===== src/rtl/clk_switch_ctrl_if.sv =====
// rtl/clk_switch_ctrl_if.sv - request/status bundle between requester and clock switch controller
// The controller side takes the slave modport; the requester drives through master.
interface clk_switch_ctrl_if #(
   parameter int CLK_NUM = 3,
   parameter int SEL_W   = $clog2(CLK_NUM)
);
   logic               req;
   logic [SEL_W-1:0]   req_sel;
   logic [CLK_NUM-1:0] clk_valid;
   logic [SEL_W-1:0]   sel;
   logic               clk_en;
   logic               busy;
   logic               ack;
   logic               err;

   modport master (
      output req, req_sel, clk_valid,
      input  sel, clk_en, busy, ack, err
   );

   modport slave (
      input  req, req_sel, clk_valid,
      output sel, clk_en, busy, ack, err
   );
endinterface


===== src/rtl/clk_switch_ctrl.sv =====
// rtl/clk_switch_ctrl.sv - glitch-free clock mux select sequencer (gate, drain, switch, settle, ungate)
// All outputs come straight from registers so the mux cell never sees an input-driven glitch.
module clk_switch_ctrl #(
   parameter int CLK_NUM    = 3,
   parameter int SEL_W      = $clog2(CLK_NUM),
   parameter int RST_SEL    = 0,
   parameter int GATE_CYC   = 4,
   parameter int SETTLE_CYC = 8
) (
   input  logic              clk,
   input  logic              rst,
   clk_switch_ctrl_if.slave  bus
);
   localparam int CNT_MAX  = ((GATE_CYC > SETTLE_CYC) ? GATE_CYC : SETTLE_CYC) - 1;
   localparam int CNT_W    = (CNT_MAX > 0) ? $clog2(CNT_MAX + 1) : 1;
   localparam int SEL_SPAN = 1 << SEL_W;

   localparam logic [CNT_W-1:0] GATE_LOAD   = CNT_W'(GATE_CYC - 1);
   localparam logic [CNT_W-1:0] SETTLE_LOAD = CNT_W'(SETTLE_CYC - 1);
   localparam logic [SEL_W-1:0] RESET_SEL   = SEL_W'(RST_SEL);

   localparam logic [1:0] ST_IDLE   = 2'd0;
   localparam logic [1:0] ST_DRAIN  = 2'd1;
   localparam logic [1:0] ST_SETTLE = 2'd2;

   logic [1:0]       state;
   logic [SEL_W-1:0] tgt;
   logic [SEL_W-1:0] prev;
   logic [CNT_W-1:0] cnt;
   logic             abort;
   logic [SEL_W-1:0] sel_reg;
   logic             en_reg;
   logic             ack_reg;
   logic             err_reg;

   // Select codes beyond CLK_NUM read as never-valid sources.
   logic [SEL_SPAN-1:0] valid_pad;
   for (genvar i = 0; i < SEL_SPAN; i++) begin : g_pad
      if (i < CLK_NUM) begin : g_src
         assign valid_pad[i] = bus.clk_valid[i];
      end else begin : g_none
         assign valid_pad[i] = 1'b0;
      end
   end

   logic req_ok;
   logic tgt_ok;
   assign req_ok = valid_pad[bus.req_sel];
   assign tgt_ok = valid_pad[tgt];

   always_ff @(posedge clk or posedge rst) begin
      if (rst) begin
         state   <= ST_IDLE;
         tgt     <= RESET_SEL;
         prev    <= RESET_SEL;
         cnt     <= '0;
         abort   <= 1'b0;
         sel_reg <= RESET_SEL;
         en_reg  <= 1'b1;
         ack_reg <= 1'b0;
         err_reg <= 1'b0;
      end else begin
         ack_reg <= 1'b0;
         err_reg <= 1'b0;
         case (state)
            ST_IDLE: begin
               if (bus.req) begin
                  if (!req_ok) begin
                     err_reg <= 1'b1;
                  end else if (bus.req_sel == sel_reg) begin
                     ack_reg <= 1'b1;
                  end else begin
                     tgt    <= bus.req_sel;
                     prev   <= sel_reg;
                     en_reg <= 1'b0;
                     cnt    <= GATE_LOAD;
                     state  <= ST_DRAIN;
                  end
               end
            end
            ST_DRAIN: begin
               if (!tgt_ok) begin
                  en_reg  <= 1'b1;
                  err_reg <= 1'b1;
                  state   <= ST_IDLE;
               end else if (cnt == '0) begin
                  sel_reg <= tgt;
                  cnt     <= SETTLE_LOAD;
                  state   <= ST_SETTLE;
               end else begin
                  cnt <= cnt - 1'b1;
               end
            end
            ST_SETTLE: begin
               // Fall back to the old source once; a full settle runs again on it.
               if (!tgt_ok && !abort) begin
                  sel_reg <= prev;
                  abort   <= 1'b1;
                  cnt     <= SETTLE_LOAD;
               end else if (cnt == '0) begin
                  en_reg  <= 1'b1;
                  ack_reg <= ~abort;
                  err_reg <= abort;
                  abort   <= 1'b0;
                  state   <= ST_IDLE;
               end else begin
                  cnt <= cnt - 1'b1;
               end
            end
            default: begin
               en_reg <= 1'b1;
               abort  <= 1'b0;
               state  <= ST_IDLE;
            end
         endcase
      end
   end

   assign bus.sel    = sel_reg;
   assign bus.clk_en = en_reg;
   assign bus.busy   = (state != ST_IDLE);
   assign bus.ack    = ack_reg;
   assign bus.err    = err_reg;
endmodule


===== src/flat_wrapper.sv =====
// flat-port wrapper written by rule: the top's interface ports become plain ports
module clk_switch_ctrl_flat 
#(
   parameter int CLK_NUM    = 3,
   parameter int SEL_W      = $clog2(CLK_NUM),
   parameter int RST_SEL    = 0,
   parameter int GATE_CYC   = 4,
   parameter int SETTLE_CYC = 8
)
  (clk, rst, bus_req, bus_req_sel, bus_clk_valid, bus_sel, bus_clk_en, bus_busy, bus_ack, bus_err);
  clk_switch_ctrl_if #(.CLK_NUM(CLK_NUM), .SEL_W(SEL_W)) bus_i ();
  input  logic clk;
  input  logic rst;
  input wire logic [$bits(bus_i.req)-1:0] bus_req;
  input wire logic [$bits(bus_i.req_sel)-1:0] bus_req_sel;
  input wire logic [$bits(bus_i.clk_valid)-1:0] bus_clk_valid;
  output wire logic [$bits(bus_i.sel)-1:0] bus_sel;
  output wire logic [$bits(bus_i.clk_en)-1:0] bus_clk_en;
  output wire logic [$bits(bus_i.busy)-1:0] bus_busy;
  output wire logic [$bits(bus_i.ack)-1:0] bus_ack;
  output wire logic [$bits(bus_i.err)-1:0] bus_err;
  assign bus_i.req = bus_req;
  assign bus_i.req_sel = bus_req_sel;
  assign bus_i.clk_valid = bus_clk_valid;
  assign bus_sel = bus_i.sel;
  assign bus_clk_en = bus_i.clk_en;
  assign bus_busy = bus_i.busy;
  assign bus_ack = bus_i.ack;
  assign bus_err = bus_i.err;
  clk_switch_ctrl #(.CLK_NUM(CLK_NUM), .SEL_W(SEL_W), .RST_SEL(RST_SEL), .GATE_CYC(GATE_CYC), .SETTLE_CYC(SETTLE_CYC)) u_core (.clk(clk), .rst(rst), .bus(bus_i));
endmodule

===== config.mk =====
export PLATFORM = sky130hd
export DESIGN_NAME = clk_switch_ctrl_flat
export DESIGN_NICKNAME = d
export VERILOG_FILES = /design/src/rtl/clk_switch_ctrl_if.sv /design/src/rtl/clk_switch_ctrl.sv /design/src/flat_wrapper.sv
export SDC_FILE = /design/constraint.sdc
export NUM_CORES = 1
export LEC_CHECK = 0
export CAP_MARGIN = 10
export CORE_ASPECT_RATIO = 1.1
export CORE_MARGIN = 2
export CORE_UTILIZATION = 40
export CTS_CLUSTER_SIZE = 25
export DETAILED_ROUTE_END_ITERATION = 12
export PLACE_DENSITY = 0.62
export REMOVE_ABC_BUFFERS = 1
export SKIP_LAST_GASP = 1
export SLEW_MARGIN = 20
export SYNTH_ARGS = -nofsm -noshare
export SYNTH_HDL_FRONTEND = slang
export SYNTH_SLANG_ARGS = --single-unit

===== constraint.sdc =====
create_clock -name clk -period 2 [get_ports clk]
set_clock_uncertainty 0.2 [all_clocks]
set_input_delay 0.4 -clock clk [delete_from_list [all_inputs] [get_ports clk]]
set_output_delay 0.4 -clock clk [all_outputs]
set_load 0.02 [all_outputs]

Word-level counts from Yosys, hierarchy flattened
Index checks and enable logic that the tools add are counted.

Flip-flop bits (word level): 15. Latch bits: 0. Bits in writable memories: 0. Bits in read-only memories: 0. Input bits: 8. Output and inout bits: 6. Logic and storage cells: 91. Memories kept: 0.

Add/subtract/negate cells: 1. Multipliers: 0. Div/mod/pow operators: 0. Order comparisons: 2. Eq/ne operators: 15. Shift operators: 0. Multiplexer cells: 46. Bitwise logic cells: 3. Reductions and logical operators: 15.

Operator list (count): $mux W3 (7); $mux W1 (20); $mux W2 (10); $reduce_and A6 Y1 (3); $ne A2 B1 Y1 const B (5); $pmux W3 S3 (1); $ne A2 B2 Y1 const B (4); $reduce_and A4 Y1 (2); $lt A2 B3 Y1 const B (2); $ne A3 B3 Y1 const B (2); $pmux W1 S3 (2); $pmux W2 S3 (1); $bmux W1 S2 (2); $pmux W1 S2 (2); $pmux W2 S2 (1); $reduce_bool A2 Y1 (2); $logic_not A3 Y1 (1); $ne A3 B1 Y1 const B (1); $not A1 Y1 (3); $reduce_bool A3 Y1 (1); $sub A3 B1 Y3 const B (1); $eq A2 B1 Y1 const B (1); $eq A2 B2 Y1 (1); $eq A2 B2 Y1 const B (1); 5 further kinds (6).

Longest topological paths before layout
Gate-level depths: netlist (run 1).

Depth after elaboration: 6. Depth in mapped cells: 7. Gate-level depth less buffers: 7.

Worst setup path before layout (run 1)
No wires, ideal clock.

Path type: reg2reg. Start: register u_core.state[0]. End: register u_core.sel_reg[0] (netlist: u_core.bus.sel[0]). Setup time: 128 ps. Arrival time: 1595 ps. Required time: 1672 ps. Setup slack: 77 ps. Cell stages (with the launch flop): 6. Buffers on the path: 1. Clock period less this slack: 1923 ps. Cells stage by stage: dfrtp_1 -> inv_1 -> ha_1 -> clkbuf_1 -> mux2_2 -> mux2_1.

Longest elaborated chain between the ends: 3. Elaborated cells on any way between the ends: 8. Classes of those cells: eq/ne (5); mux (1); reduce/logical (2).

RTL lines: start, declared (line clk_switch_ctrl.sv:26) `logic [1:0] state;`; start signal, assigned (line clk_switch_ctrl.sv:53) `state <= ST_IDLE;`; start signal, assigned (line clk_switch_ctrl.sv:77) `state <= ST_DRAIN;`; start signal, assigned (line clk_switch_ctrl.sv:85) `state <= ST_IDLE;`; $eq A2 B2 Y1 / $eq A2 B1 Y1 (equally long branches) (line clk_switch_ctrl.sv:65) `case (state)`; $ne A2 B1 Y1 (no line) / $reduce_bool A2 Y1 (equally long branches); $reduce_and A4 Y1 (no line); end signal, assigned (line clk_switch_ctrl.sv:87) `sel_reg <= tgt;`; end signal, assigned (line clk_switch_ctrl.sv:97) `sel_reg <= prev;`; end, declared (line clk_switch_ctrl.sv:31) `logic [SEL_W-1:0] sel_reg;`.

Several ways; a longest one is shown, not always the timed one. A chain may end at the register's enable or synchronous reset.

Final worst setup path (run 1)
Start: register u_core.sel_reg[0] (netlist: u_core.bus.sel[0]). End: output bus_sel[0].

RTL lines: end, declared (line flat_wrapper.sv:17) `output wire logic [$bits(bus_i.sel)-1:0] bus_sel;`.

No word-level cell between the ends.

==> flow_summary.yaml, run 1 <==
final_layout:
  layout.cells.non_filler: 159
  drive_gt1_frac: 0.320
  largest_reg_flops: 3
  antenna_cells: 0
  top_register: "u_core.cnt"
  fin_nets: 143
  syn_to_final_growth_pct: 31.8
clock_tree:
  cts_tree: "yes"
  cts_setup_buffers: 0
  htree_num_levels: 1
  cts_max_path_buffers: 2
  clk_pin_slew_ps: 100
  cts-root-buf: "clkbuf_4"
  cts.sink_count: 15
  cts_buffers: 3
  worst_skew_pair.late_latency_ps: 280
place:
  place_inst: 155
  hpwl_um: 1730
  gp_congestion: 0.783
  port-buffer-count: 13
critical_path:
  r2r_cells: 5
  cpPeakStageDelay_ps: 630
  rr_endpoint: "u_core.cnt[2]"
  cp_data_required_time_ps: 1400
  cp-end-kind: "primary output"
  critical_path_peak_fanout: 4
  worstSetupPathType: "register to primary output"
  cp.arrival_ps: 1350
  r2r_setup_slack_ps: 120
  critPathSlowestCell: "clkdlybuf4s50_1"
  cp_cell_sequence: "clkdlybuf4s50_1"
  r2r-start: "u_core.tgt[1]"
  critPathLaunchType: "register"
  crit_family: "buffers and inverters"
  worst-path-buf-inv: 1
floorplanning:
  fp.dieH_um: 57.4
  core_um2: 2470
  start_util: 0.420
  die-area_um2: 3020
  io_pins: 14
  fp.dieW_um: 52.6
  num_rows: 19
logic_synthesis:
  synth_area_leaders: "dfrtp_1, ha_1, mux2_1, mux2_4, dfstp_2"
  ys_seq_area_frac: 0.363
  yosysWarnings: 0
  synthArstFlopShare: 1.00
  synth_cell_types: 38
  yosys.area.top_type: "dfrtp_1"
  ys_top_cells_by_count: "dfrtp_1, inv_1, ha_1, mux2_1"
  syn_area_um2: 1040
  syn_inst: 98
  yosys.area.top_type_share: 0.337
  synth_flop_cell: "dfrtp_1"
  synth_edf_count: 0
  avgSynthCellArea_um2: 10.6
  synth.most_common_cell: "dfrtp_1"
  ys_ff_latch: 15
timing:
  finalHoldViolCount: 0
  fin_crit_ps: 1950
  worstMarginPinSlew_ps: 554
  timing.hold.ws_ps: 258
  period_share: 0.973
  slew_violations: 0
  fmaxAchievable_ghz: 0.514
  slew_headroom: 0.630
  final-setup-viol-count: 0
  fin_setup_tns_ps: 0
  grt_setup_unrepaired: "no"
worst_hold_path:
  hp-class: "input port to asynchronous set/reset pin"
pwr:
  pwr-share-comb: 0.615
  pwr-share-clk: 0.089
  p_leak_nw: 0.654
  p_per_area_nw_per_um2: 1420
  p_switching_uw: 810
  p_int_mw: 1.14
  peakVddDrop_uv: 929
  sequentialPowerShare: 0.295
  power.share.switching: 0.416
global_routing:
  grt_remaining_overflow: 0
  grt_usage: 0.173
  grt_max_degree: 16
  grt_pass1_wl_um: 3910
  antenna_found_initial: 0
  grt_pass1_vias: 868
routing:
  ant_nets: 0
  dr_total_vias: 842
  wl_per_cell_um: 13.6
  drt_iter0_markers: 17
  finalWirelength_um: 2170
  via_per_inst: 5.30
  firstDrtPassIters: 4
  drt_drc_violations_left: 0
run_status:
  status: "finished clean"
job:
  maxCapViolations: 0
[cell type report]
cell class / instances / area (µm²)
Tap cell: 31 / 38.8
Multi-Input combinational cell: 74 / 654
Sequential cell: 15 / 378
Fill cell: 219 / 1100
Inverter: 7 / 26.3
Clock buffer: 4 / 26.3
Timing Repair Buffer: 28 / 245
[what timing repair did]
action / 4_1_cts / 5_1_grt
gates resized for setup: 5 / 10
hold buffers: 0 / 0
setup endpoints to repair: 9 / 8
pin swaps: 1 / 0
endpoints found under the hold margin: 0 / 0
[routing by layer]
layer	share of wire	track usage	vias to the layer above
met5	0	0	-
met1	0.46	0.244	409
li1	-	-	418
met3	0.028	0.0314	4
met4	0.019	0.0586	0
met2	0.50	0.268	11
[through the flow]
step	util	area, µm²	total power, mW	worst slack (ps)
2_1_floorplan	-	1030	1.32	195
3_3_place_gp	0.529	1310	1.75	-281
3_5_place_dp	0.529	1310	1.76	-326
4_1_cts	0.543	1340	1.94	20.5
5_1_grt	0.554	1370	2.12	6.92
6_report	0.554	1370	1.95	54.8
[cells by family after synthesis]
kind of cell	Yosys count	synth area share
AOI/OAI and AO/OA	25	0.192
xor gates and xnor gates	3	0.0253
adders and majority gates	6	0.0723
buffers and inverters	9	0.0361
DFF	15	0.363
muxes	14	0.163
and+or+nand+nor	26	0.149
[placed cells by master (no fill, tap or decap), drive strengths merged]
master / synthesis / final
a22o: 1 / 1
dfstp: 1 / 1
or2: 1 / 1
a31o: 1 / 1
a22oi: 2 / 2
and3: 1 / 1
o2111ai: 1 / 1
nand2: 5 / 5
xor2: 3 / 3
a221o: 1 / 1
o22ai: 2 / 2
nand3: 4 / 4
nand2b: 3 / 3
dlygate4sd2: 0 / 2
o21a: 1 / 1
dfrtp: 14 / 14
mux2i: 3 / 3
clkdlybuf4s50: 0 / 6
nor2: 6 / 6
buf: 1 / 15
mux2: 11 / 11
inv: 7 / 7
nand3b: 2 / 2
nor2b: 2 / 2
o21ai: 6 / 6
o211ai: 2 / 2
clkbuf: 1 / 5
a21oi: 5 / 5
a31oi: 2 / 2
dlymetal6s2s: 0 / 4
ha: 6 / 6
o22a: 1 / 1
nand4b: 2 / 2
[worst max path at each step]
stage / start / to / slack [ps] / cells past startpoint
3_3_place_gp: bus_req_sel[1] / u_core.cnt[2] / -280 / 6
2_1_floorplan: u_core.state[0] / u_core.bus.sel[0] / 200 / 5
4_1_cts: bus_req_sel[0] / u_core.cnt[1] / 20 / 6
3_5_place_dp: bus_req_sel[1] / u_core.prev[0] / -330 / 6
5_1_grt: u_core.bus.sel[0] / bus_sel[0] / 7 / 1
6_report: u_core.bus.sel[0] / bus_sel[0] / 50 / 1
[power by group through the flow]
stage	sequential [mW]	combinational [mW]	clock, mW
floorplan	0.594	0.730	0
global placement	0.564	1.18	0
detailed placement	0.568	1.20	0
CTS	0.565	1.20	0.181
global route	0.599	1.33	0.196
finish	0.575	1.20	0.174
(Power assumes the default switching activity.)
==> inputs of run 2 (changes only) <==
Settings changed: TNS_END_PERCENT set to 20.
==> flow_summary.yaml, run 2 (synthesized netlist as in run 1, its figures left out) <==
clock_tree:
  cts_setup_buffers: 0
  worst_skew_pair.late_latency_ps: 280
  cts_max_path_buffers: 2
  htree_num_levels: 1
  cts.sink_count: 15
  cts-root-buf: "clkbuf_4"
  clk_pin_slew_ps: 90
  cts_buffers: 3
  cts_tree: "yes"
pwr:
  sequentialPowerShare: 0.293
  pwr-share-comb: 0.618
  p_per_area_nw_per_um2: 1420
  p_total_mw: 1.95
  p_leak_nw: 0.653
  pwr-share-clk: 0.089
  p_int_mw: 1.15
  p_switching_uw: 803
  power.share.switching: 0.411
  peakVddDrop_uv: 977
final_layout:
  nFillCells: 220
  final_common_cell: "buf_4"
  final_util: 0.555
  top_register: "u_core.cnt"
  antenna_cells: 0
  most-common-layout-cells: "buf_4, dfrtp_1, inv_1, clkdlybuf4s50_1"
  drive_gt1_frac: 0.305
  final-seq-area_um2: 378
  fin_nets: 143
  multi_input_area_um2: 647
  syn_to_final_growth_pct: 32.0
  largest_reg_flops: 3
  layout.cells.non_filler: 159
timing:
  worstMarginPinSlew_ps: 554
  fin_crit_ps: 1940
  period_share: 0.971
  slew_headroom: 0.631
  slew_violations: 0
  final-setup-viol-count: 0
  finalHoldViolCount: 0
  fin_setup_tns_ps: 0
  fmaxAchievable_ghz: 0.515
  setup_ws_ps: 57.7
  grt_setup_unrepaired: "yes"
critical_path:
  r2r_cells: 5
  r2r_setup_slack_ps: 120
  crit_cells: 1
  cp-end-kind: "primary output"
  critPathLaunchType: "register"
  rr_endpoint: "u_core.cnt[2]"
  r2r-start: "u_core.tgt[1]"
  worstSetupPathType: "register to primary output"
  critPathSlowestCell: "clkdlybuf4s50_1"
  cp_data_required_time_ps: 1400
  cp_cell_sequence: "clkdlybuf4s50_1"
  cpPeakStageDelay_ps: 630
  crit_family: "buffers and inverters"
  worst-path-buf-inv: 1
  critical_path_peak_fanout: 4
  cp.arrival_ps: 1340
global_routing:
  grt_pass1_wl_um: 3900
  grt_max_degree: 16
  antenna_found_initial: 0
  grt_remaining_overflow: 0
  grt_usage: 0.173
  grt_pass1_vias: 877
routing:
  firstDrtPassIters: 4
  finalWirelength_um: 2170
  drt_iter0_markers: 19
  drt_drc_violations_left: 0
  ant_nets: 0
  wl_per_cell_um: 13.7
  dr_total_vias: 843
  via_per_inst: 5.30
job:
  maxCapViolations: 0
run_status:
  status: "finished clean"
floorplanning:
  die-area_um2: 3020
  start_util: 0.420
  fp.dieH_um: 57.4
  core_um2: 2470
  fp.dieW_um: 52.6
  num_rows: 19
  io_pins: 14
place:
  pre_cts_slack_ps: -326
  hpwl_um: 1730
  port-buffer-count: 13
  gp_congestion: 0.783
  place_inst: 155
worst_hold_path:
  hp-class: "input port to asynchronous set/reset pin"
-- run 2: layer usage --
layer,global-route usage,wire (µm),share of wire,up-vias
met2,0.264,1090,0.50,13
li1,-,-,-,419
met5,0,0,0,-
met4,0.0659,42,0.019,0
met3,0.0314,54,0.025,4
met1,0.243,982,0.45,407
-- run 2: how the worst max path moves through the flow --
stage                      start                 to  slack [ps]
6_report       u_core.bus.sel[0]         bus_sel[0]          60
5_1_grt          u_core.state[1]           bus_busy         -60
3_5_place_dp      bus_req_sel[1]     u_core.prev[0]        -330
4_1_cts           bus_req_sel[1]      u_core.cnt[1]         -30
3_3_place_gp      bus_req_sel[1]      u_core.cnt[2]        -280
2_1_floorplan    u_core.state[0]  u_core.bus.sel[0]         200
-- run 2: metrics by stage --
| stage | hold WS (ps) | cell area (µm²) |
|---|---|---|
| 2_1_floorplan | 101 | 1030 |
| 3_3_place_gp | 276 | 1310 |
| 3_5_place_dp | 283 | 1310 |
| 4_1_cts | 287 | 1330 |
| 5_1_grt | 289 | 1370 |
| 6_report | 259 | 1370 |
-- run 2: cell type report --
type	count	share of cell area
inverter	7	0.0192
sequential	15	0.276
multi-input combinational	74	0.472
clock buffer	4	0.0192
tap	31	0.0283
timing repair buffer	28	0.186
-- run 2: power by group through the flow --
stage,Sequential [mW],Clock (mW),Combinational [mW]
global route,0.596,0.196,1.34
finish,0.571,0.174,1.21
detailed placement,0.568,0,1.20
CTS,0.562,0.181,1.19
floorplan,0.594,0,0.730
global placement,0.564,0,1.18
-- run 2: what timing repair did --
action / CTS / global route
hold buffers: 0 / 0
endpoints found under the hold margin: 0 / 0
gates resized for setup: 1 / 11
pin swaps: 0 / 1
setup endpoints to repair: 9 / 12
cloned: 0 / 0
==> inputs of run 3 (changes only) <==
--- a/config.mk
+++ b/config.mk
@@ -14,4 +14,5 @@
 export PLACE_DENSITY = 0.62
 export REMOVE_ABC_BUFFERS = 1
+export SETUP_SLACK_MARGIN = 0.3
 export SKIP_LAST_GASP = 1
 export SLEW_MARGIN = 20
==> constraint.sdc (replaced) <==
create_clock -name clk -period 2 [get_ports clk]
set_clock_uncertainty 0.2 [all_clocks]
set_input_delay 0.4 -clock clk [delete_from_list [all_inputs] [get_ports clk]]
set_output_delay 0.4 -clock clk [all_outputs]
set_load 0.005 [all_outputs]
==> flow_summary.yaml, run 3 (synthesized netlist as in run 1, its figures left out) <==
critical_path:
  cp_cell_sequence: "inv_2 -> buf_6 -> ha_4 -> nand4b_1 -> o21ai_2 -> a22oi_2 -> mux2_4"
  worstSetupPathType: "register to register"
  critPathLaunchType: "register"
  cpPeakStageDelay_ps: 380
  crit_family: "flip-flops"
  cp-end-kind: "register"
  worst-path-buf-inv: 2
  critical_path_peak_fanout: 3
  r2r-start: "u_core.state[1]"
  critPathSlowestCell: "dfrtp_1"
  critPathLaunch: "u_core.state[1]"
  cp_data_required_time_ps: 1980
  cp.arrival_ps: 1820
floorplanning:
  fp.dieH_um: 57.4
  die-area_um2: 3020
  start_util: 0.420
  fp.dieW_um: 52.6
  core_um2: 2470
  num_rows: 19
  io_pins: 14
pwr:
  peakVddDrop_uv: 1080
  p_total_mw: 2.19
  p_per_area_nw_per_um2: 1450
  p_leak_nw: 0.667
final_layout:
  nFillCells: 213
  layout.cells.non_filler: 167
  fin_nets: 151
  drive_gt1_frac: 0.493
  syn_to_final_growth_pct: 44.7
  top_register: "u_core.cnt"
  final_common_cell: "buf_4"
  antenna_cells: 0
  most-common-layout-cells: "buf_4, dfrtp_1, dlygate4sd2_1, clkdlybuf4s50_1"
  largest_reg_flops: 3
timing:
  period_share: 0.919
  slew_headroom: 0.608
  slew_violations: 0
  finalHoldViolCount: 0
  final-setup-viol-count: 0
  setup_ws_ps: 163
  worstMarginPinSlew_ps: 588
  fin_crit_ps: 1840
  grt_setup_unrepaired: "yes"
  fmaxAchievable_ghz: 0.544
  timing.hold.ws_ps: 245
clock_tree:
  worst_skew_pair.late_latency_ps: 300
  cts-root-buf: "clkbuf_4"
  cts_buffers: 3
  clk_pin_slew_ps: 110
  htree_num_levels: 1
  cts.sink_count: 15
  cts_tree: "yes"
  cts_max_path_buffers: 2
global_routing:
  grt_usage: 0.175
  antenna_found_initial: 0
  grt_pass1_wl_um: 3900
  globalRoute.busiestLayer: "met2"
  grt_remaining_overflow: 0
  grt_pass1_vias: 826
  grt_use_met3: 0.0314
  grt_max_degree: 16
  globalRouteMet1Util: 0.230
  grt_use_met2: 0.289
routing:
  finalWirelength_um: 2520
  wl_per_cell_um: 15.1
  drt_drc_violations_left: 0
  dr_total_vias: 876
  via_per_inst: 5.25
  ant_nets: 0
  drt_iter0_markers: 20
  firstDrtPassIters: 4
place:
  pre_cts_slack_ps: -307
  port-buffer-count: 13
  place_inst: 155
  gp_congestion: 0.791
  hpwl_um: 1810
run_status:
  status: "finished clean"
job:
  maxCapViolations: 0
worst_hold_path:
  hp-class: "input port to asynchronous set/reset pin"
run 3: changes by cell type in the layout (fill, tap and decap cells not counted), moves of 3 or more:
cell / before / now
ha_4: 0 / 3
dlygate4sd2_1: 0 / 6
inv_2: 0 / 4
inv_1: 7 / 2
a21oi_1: 5 / 2
ha_1: 6 / 2
buf_4: 15 / 21
dlymetal6s2s_1: 5 / 0
a21oi_2: 0 / 3
run 3: final cells by class:
class | count | area [µm²] | share of cell area
sequential | 15 | 380 | 0.253
multi-input combinational | 74 | 729 | 0.485
inverter | 7 | 28.8 | 0.0192
clock inverter | 1 | 5.00 | 0.00333
clock buffer | 3 | 22.5 | 0.0150
timing repair buffer | 36 | 298 | 0.198
tap | 31 | 38.8 | 0.0258
run 3: through the flow:
step	cell area (µm²)	util	TNS, ps
after detailed placement	1310	0.529	-3290
after floorplan	1030	-	0
after global placement	1310	0.529	-3030
after CTS	1370	0.554	0
after global routing	1500	0.608	0
final	1500	0.608	0
run 3: power breakdown:
group	switching, mW	internal [mW]
logic	0.636	0.795
clock network	0.116	0.0746
registers	0.122	0.442
run 3: what timing repair did:
action | in CTS | in global routing
resized for setup | 11 | 29
hold buffers | 0 | 0
setup buffers | 3 | 5
endpoints found under the setup margin | 21 | 20
pin swaps | 1 | 6
run 3: routing by layer:
| layer | vias to the layer above | routed length, µm |
|---|---|---|
| li1 | 432 | - |
| met2 | 13 | 1280 |
| met1 | 426 | 1130 |
| met5 | - | 0 |
| met3 | 5 | 63 |
| met4 | 0 | 38 |
run 3: worst paths after layout:
path | slack, ps | cells after the start | endpoint
worst min register to register | 310 | 1 | u_core.prev[1]
max in group asynchronous | 920 | 2 | u_core.tgt[1]
worst max register to register | 160 | 7 | u_core.bus.sel[0]
min in group clk | 310 | 1 | u_core.prev[1]
worst min-delay path | 250 | 2 | u_core.state[0]
worst max-delay path | 160 | 7 | u_core.bus.sel[0]
